File: config.mk
export PLATFORM = sky130hd
export DESIGN_NAME = i2c_emit
export DESIGN_NICKNAME = d
export VERILOG_FILES = /design/src/rtl/i2c_emit.sv
export SDC_FILE = /design/constraint.sdc
export NUM_CORES = 1
export LEC_CHECK = 0
export ABC_AREA = 1
export ABC_CLOCK_PERIOD_IN_PS = 2090
export BUFFER_PORTS_ARGS = -buffer_cell sky130_fd_sc_hd__clkbuf_2
export CAP_MARGIN = 20
export CORE_ASPECT_RATIO = 0.6
export CORE_MARGIN = 3
export CORE_UTILIZATION = 50
export CTS_BUF_LIST = sky130_fd_sc_hd__clkbuf_4
export CTS_CLUSTER_DIAMETER = 40
export DETAILED_ROUTE_END_ITERATION = 10
export PLACE_DENSITY = 0.68
export SLEW_MARGIN = 20
export SYNTH_ARGS = -nofsm -noshare
export SYNTH_HDL_FRONTEND = slang
export SYNTH_SLANG_ARGS = --single-unit
File: constraint.sdc
create_clock -name clk -period 2.09 [get_ports clk]
set_input_delay 0.209 -clock clk [delete_from_list [all_inputs] [get_ports clk]]
set_output_delay 0.209 -clock clk [all_outputs]
set_load 0.02 [all_outputs]
File: src/rtl/i2c_emit.sv
// rtl/i2c_emit.sv - open-drain I2C master byte engine (START/RS/STOP, one byte per command)
module i2c_emit #(
   parameter int CLK_DIV = 125
) (
   input  logic       clk,
   input  logic       reset,
   input  logic       cmd_valid,
   output logic       cmd_ready,
   input  logic       cmd_start,
   input  logic       cmd_stop,
   input  logic       cmd_read,
   input  logic       cmd_nack,
   input  logic [7:0] cmd_data,
   input  logic       scl_in,
   input  logic       sda_in,
   output logic       scl_oe,
   output logic       sda_oe,
   output logic [8:0] rsp_word,
   output logic       rsp_valid,
   output logic       arb_lost,
   output logic       bus_held
);

   typedef enum logic [3:0] {
      S_IDLE, S_START_A, S_START_B, S_START_C, S_RS_A, S_RS_B,
      S_BIT, S_HOLD, S_STOP_A, S_STOP_B, S_STOP_C
   } state_t;

   localparam logic [15:0] LP_LAST = 16'(CLK_DIV - 1);

   state_t      r_state;
   state_t      w_state_nxt;
   logic [15:0] r_cnt;
   logic [1:0]  r_phase;
   logic [3:0]  r_bit;
   logic        r_stop;
   logic        r_read;
   logic        r_nack;
   logic [7:0]  r_data;
   logic [7:0]  r_shift;
   logic        r_bus_held;
   logic [8:0]  r_rsp_word;
   logic        r_rsp_valid;
   logic        r_arb_lost;

   logic        w_freeze;
   logic        w_tick;
   logic        w_is_ack;
   logic        w_data_bit;
   logic        w_q3_end;
   logic        w_arb;
   logic        w_need_start;
   logic [7:0]  w_sample;
   logic [7:0]  w_arb_data;

   assign w_is_ack     = (r_bit == 4'd8);
   assign w_data_bit   = r_data[3'd7 - r_bit[2:0]];
   // SCL released but still low means a target is stretching: stop the quarter count
   assign w_freeze     = ~scl_in & (((r_state == S_BIT) & (r_phase == 2'd2)) |
                                    (r_state == S_RS_B) | (r_state == S_STOP_B));
   assign w_tick       = ~w_freeze & (r_cnt == LP_LAST);
   assign w_q3_end     = (r_state == S_BIT) & (r_phase == 2'd3) & w_tick;
   assign w_sample     = {r_shift[6:0], sda_in};
   assign w_arb        = w_q3_end & ~r_read & ~w_is_ack & w_data_bit & ~sda_in;
   assign w_arb_data   = w_sample << (3'd7 - r_bit[2:0]);
   assign w_need_start = cmd_start | ~r_bus_held;

   assign cmd_ready = (r_state == S_IDLE);
   assign rsp_word  = r_rsp_word;
   assign rsp_valid = r_rsp_valid;
   assign arb_lost  = r_arb_lost;
   assign bus_held  = r_bus_held;

   // state register
   always_ff @(posedge clk) begin
      if (reset) r_state <= S_IDLE;
      else       r_state <= w_state_nxt;
   end

   // next-state and pad drive decode
   always_comb begin
      w_state_nxt = r_state;
      scl_oe      = 1'b0;
      sda_oe      = 1'b0;
      case (r_state)
         S_IDLE: begin
            scl_oe = r_bus_held;
            if (cmd_valid)
               w_state_nxt = ~w_need_start ? S_BIT : (r_bus_held ? S_RS_A : S_START_A);
         end
         S_START_A: if (w_tick) w_state_nxt = S_START_B;
         S_START_B: begin
            sda_oe = 1'b1;
            if (w_tick) w_state_nxt = S_START_C;
         end
         S_START_C: begin
            scl_oe = 1'b1;
            sda_oe = 1'b1;
            if (w_tick) w_state_nxt = S_BIT;
         end
         S_RS_A: begin
            scl_oe = 1'b1;
            if (w_tick) w_state_nxt = S_RS_B;
         end
         S_RS_B: if (w_tick) w_state_nxt = S_START_B;
         S_BIT: begin
            scl_oe = ~r_phase[1];
            sda_oe = w_is_ack ? (r_read & ~r_nack) : (~r_read & ~w_data_bit);
            if (w_arb)                    w_state_nxt = S_IDLE;
            else if (w_q3_end & w_is_ack) w_state_nxt = S_HOLD;
         end
         S_HOLD: begin
            scl_oe = 1'b1;
            sda_oe = r_read & ~r_nack;
            if (w_tick) w_state_nxt = r_stop ? S_STOP_A : S_IDLE;
         end
         S_STOP_A: begin
            scl_oe = 1'b1;
            sda_oe = 1'b1;
            if (w_tick) w_state_nxt = S_STOP_B;
         end
         S_STOP_B: begin
            sda_oe = 1'b1;
            if (w_tick) w_state_nxt = S_STOP_C;
         end
         S_STOP_C: if (w_tick) w_state_nxt = S_IDLE;
         default: w_state_nxt = S_IDLE;
      endcase
   end

   // quarter-period counter, restarted on every state change
   always_ff @(posedge clk) begin
      if (reset)                                        r_cnt <= '0;
      else if ((w_state_nxt != r_state) || (r_state == S_IDLE)) r_cnt <= '0;
      else if (w_freeze)                                r_cnt <= r_cnt;
      else if (w_tick)                                  r_cnt <= '0;
      else                                              r_cnt <= r_cnt + 16'd1;
   end

   // quarter phase and bit index inside the byte
   always_ff @(posedge clk) begin
      if (reset || (r_state != S_BIT)) begin
         r_phase <= '0;
         r_bit   <= '0;
      end else if (w_tick) begin
         r_phase <= r_phase + 2'd1;
         if (r_phase == 2'd3) r_bit <= r_bit + 4'd1;
      end
   end

   // command capture at acceptance and receive shift register
   always_ff @(posedge clk) begin
      if (reset) begin
         r_stop  <= 1'b0;
         r_read  <= 1'b0;
         r_nack  <= 1'b0;
         r_data  <= '0;
         r_shift <= '0;
      end else if (cmd_valid && cmd_ready) begin
         r_stop  <= cmd_stop;
         r_read  <= cmd_read;
         r_nack  <= cmd_nack;
         r_data  <= cmd_data;
         r_shift <= '0;
      end else if (w_q3_end && !w_is_ack) begin
         r_shift <= w_sample;
      end
   end

   // bus ownership between our START and STOP (lost on arbitration)
   always_ff @(posedge clk) begin
      if (reset)                               r_bus_held <= 1'b0;
      else if (w_arb)                          r_bus_held <= 1'b0;
      else if ((r_state == S_START_C) && w_tick) r_bus_held <= 1'b1;
      else if ((r_state == S_STOP_C) && w_tick)  r_bus_held <= 1'b0;
   end

   // response word and its one-cycle strobes
   always_ff @(posedge clk) begin
      if (reset) begin
         r_rsp_word  <= '0;
         r_rsp_valid <= 1'b0;
         r_arb_lost  <= 1'b0;
      end else begin
         r_rsp_valid <= 1'b0;
         r_arb_lost  <= 1'b0;
         if (w_arb) begin
            r_rsp_word  <= {w_arb_data, 1'b1};
            r_rsp_valid <= 1'b1;
            r_arb_lost  <= 1'b1;
         end else if (w_q3_end && w_is_ack) begin
            r_rsp_word  <= {r_shift, sda_in};
            r_rsp_valid <= 1'b1;
         end
      end
   end

endmodule

==> results.yml <==
clock_tree:
  cts_inserted_buffers: 9
  clockBufferDepth: 2
  clk_latency_ps: 400
  cts_tree: "yes"
  clockRootBuffer: "clkbuf_4"
  clk_pin_slew_ps: 110
  cts.sinks: 57
  htree_levels: 3
sta:
  rsz0062_at_grt: "yes"
  finalSetupViolCount: 15
  layout_min_cycle_time_ps: 2160
  slew_headroom_pct: 66.1
  fmax_mhz: 464
  tightest_slew_ps: 508
  fin_crit_sh_pct: 103
  slew_viol_final: 0
  final-hold-violation-count: 0
  fin_ws_ps: -66.5
  skew_ps: 12.9
  holdWs_ps: 92.6
drt:
  wl_met1_mm: 5.02
  via_count: 3656
  top_layer: "met4"
  drtIter0Drc: 318
  dr_wl_met3_um: 964
  dr.pass1.iters: 5
  wirelength_mm: 9.97
  wl_met2_mm: 3.89
  drt.antenna.violating_nets: 0
  wire_per_inst_um: 14.3
  drcViolationCount: 0
  viasPerCell: 5.25
yosys:
  synth_area_mm2: 0.00345
  async_flop_share_pct: 0
  synth_seq_cells: 57
  netlist_instances: 517
  synth_fp_nets: 540
  synth_edf_count: 0
  seq_area_frac_synth_pct: 33.1
  synth.distinct_cells: 38
  syn_area_per_cell_um2: 6.67
  yosys_warnings: 0
  ys_dominant_reg_cell: "dfxtp_1"
worst_setup_path:
  r2r_start: "r_cnt[0]"
  cp-end-kind: "flip-flop"
  crit_start: "r_cnt[0]"
  reg2reg_depth: 15
  cp_slowest_stage_delay_ps: 340
  cp_slowest_cell: "dfxtp_2"
  critical-path-top-delay-family: "simple AND/OR/NAND/NOR gates"
  critPathMaxFanout: 5
  worstPathRequired_ps: 2430
  criticalPathCategory: "reg -> reg"
  r2r_end: "r_cnt[6]"
  crit_arrival_ps: 2500
  regToRegSetupSlack_ps: -70
  cpMostUsedCell: "nor2_4"
  crit_buf_inv: 3
  cp.depth: 15
  path_cells: "inv_2 > ha_4 > inv_4 > nor2_4 > nand3_2 > nor2_4 > nand3_4 > o21bai_4 > nand3_2 > nand2_2 > nand2_2 > nor2_4 > nand2_4 > clkbuf_16 > nor2_1"
  critPathLaunchType: "flip-flop"
worst_hold_path:
  holdPathStages: 3
  hp-class: "in -> reg"
  hold_path_end: "r_data[0]"
  hold_start: "cmd_data[0]"
grt:
  grt_max_degree: 23
  antenna_found_initial: 0
  grt_pass1_wl_mm: 15.9
  overflow: 0
  grt.total_usage_pct: 25.2
  grt_pass1_vias: 3368
floorplanning:
  num_io_pins: 32
  start_util_pct: 54.0
  die_h_um: 70.3
  core-area_mm2: 0.00639
  dieArea_mm2: 0.00796
  placementRows: 22
  die_w_um: 113
run_status:
  violations: "negative setup slack"
  status: "complete, but fails checks"
power_and_ir_drop:
  ir_drop_v: 0.000418
  finalPower_uw: 2460
  power.density_mw_per_mm2: 547
  p_leak_uw: 0.00196
layout:
  layout-drive-gt1-share_pct: 31.0
  multi_input_area_mm2: 0.00203
  fillers: 555
  final_nets: 631
  area_delta_synth_final_pct: 30.4
  regArea_mm2: 0.00115
  antenna_cells: 0
placement:
  numPortBuffers: 31
  place.gp.congestion: 0.988
  dp.final_hpwl_mm: 7.28
flow_run:
  maxCapViolations: 0
[state kept, by name (all words and copies together), names as in the netlist]
name,cells
rsp_valid,1
arb_lost,1
r_nack,1
r_stop,1
rsp_word,9
r_state,4
r_bit,4
bus_held,1
r_read,1
r_cnt,16
r_phase,2
r_data,8
r_shift,8
[power breakdown]
part           switching, uW  internal, uW  total [uW]
logic                    175           119         293
clock network            428           614        1040
registers               11.4          1110        1120
[metal layers]
metal	vias up	GRT usage [%]
li1	1838	-
met1	1638	37.5
met2	169	33.7
met3	11	8.14
met4	0	7.87
met5	-	0
[cell families (layout without fill, tap and decap cells)]
family | after synthesis | after routing | share of synthesized area, %
xor+xnor | 7 | 7 | 1.78
simple gates | 240 | 240 | 33.8
compound gates | 98 | 98 | 16.1
flops | 57 | 57 | 33.1
fa+ha+maj | 6 | 6 | 2.18
buf+inv | 109 | 205 | 13.0
[worst max-delay path by stage]
stage                     end  slack, ps
finish               r_cnt[6]        -70
global route        r_cnt[10]       -160
CTS                  r_cnt[5]          1
detailed placement   r_cnt[2]        -20
global placement     r_cnt[6]          3
floorplan            r_cnt[0]         20
[layout by cell type, fill, tap and decap left out, drive strengths merged]
cell type	count
nand2	111
inv	95
nor2	73
buf	62
dfxtp	57
o21ai	45
clkbuf	40
nand3	31
a21oi	30
nor3	15
nand4	7
xor2	7
o211ai	6
ha	6
clkinv	5
a211oi	5
a31oi	4
bufinv	3
o2111ai	2
o221ai	2
o21a	1
o21bai	1
and2	1
or2	1
a221oi	1
o22ai	1
nor4	1
[stage by stage]
stage	instances	util [%]	setup WS, ps	setup TNS (ps)	area (um^2)
2_1_floorplan	517	-	16.0	0	3460
6_report	697	70.4	-66.5	-738	4490
3_5_place_dp	671	63.1	-22.0	-141	4030
3_3_place_gp	671	63.1	3.46	0	4030
5_1_grt	697	70.4	-160	-3140	4490
4_1_cts	688	66.5	1.35	0	4250
[Yosys cell counts (4+ instances only)]
| library cell | number | area share (%) |
|---|---|---|
| nand2_1 | 106 | 12 |
| inv_1 | 86 | 9.4 |
| nor2_1 | 54 | 5.9 |
| ha_1 | 6 | 2.2 |
| nand4_1 | 7 | 1.3 |
| nand3_1 | 26 | 3.8 |
| nor2_2 | 4 | 0.73 |
| nand2_2 | 4 | 0.73 |
| dfxtp_1 | 57 | 33 |
| clkbuf_1 | 5 | 0.54 |
| a21oi_1 | 30 | 4.4 |
| a31oi_1 | 4 | 0.73 |
| nand3_2 | 4 | 1.2 |
| nor2_4 | 15 | 4.9 |
| o211ai_1 | 6 | 1.3 |
| a211oi_1 | 5 | 1.1 |
| nor3_1 | 13 | 1.9 |
| xor2_1 | 7 | 1.8 |
| o21ai_0 | 44 | 6.4 |
| inv_2 | 9 | 0.98 |
[final cells by class]
cell class	instances	share of cell area [%]
clock buffers	10	1.67
clock inverters	6	2.37
inverters	97	8.21
multi-input cells	351	45.1
flip-flops and latches	57	25.6
well taps	84	2.34
repair buffers	92	14.7
[tightest hold or removal path, cell delays in order]
cell,delay (ps)
clkbuf_2,70
o21ai_0,70
a21oi_1,100
[timing repair]
item,CTS,global route
hold buffers,0,0
gates cloned,0,1
buffers inserted,1,8
setup endpoints to repair,19,37
resized for setup,10,52
pin swaps,3,16
No activity file was read; power rests on OpenSTA's default activity.
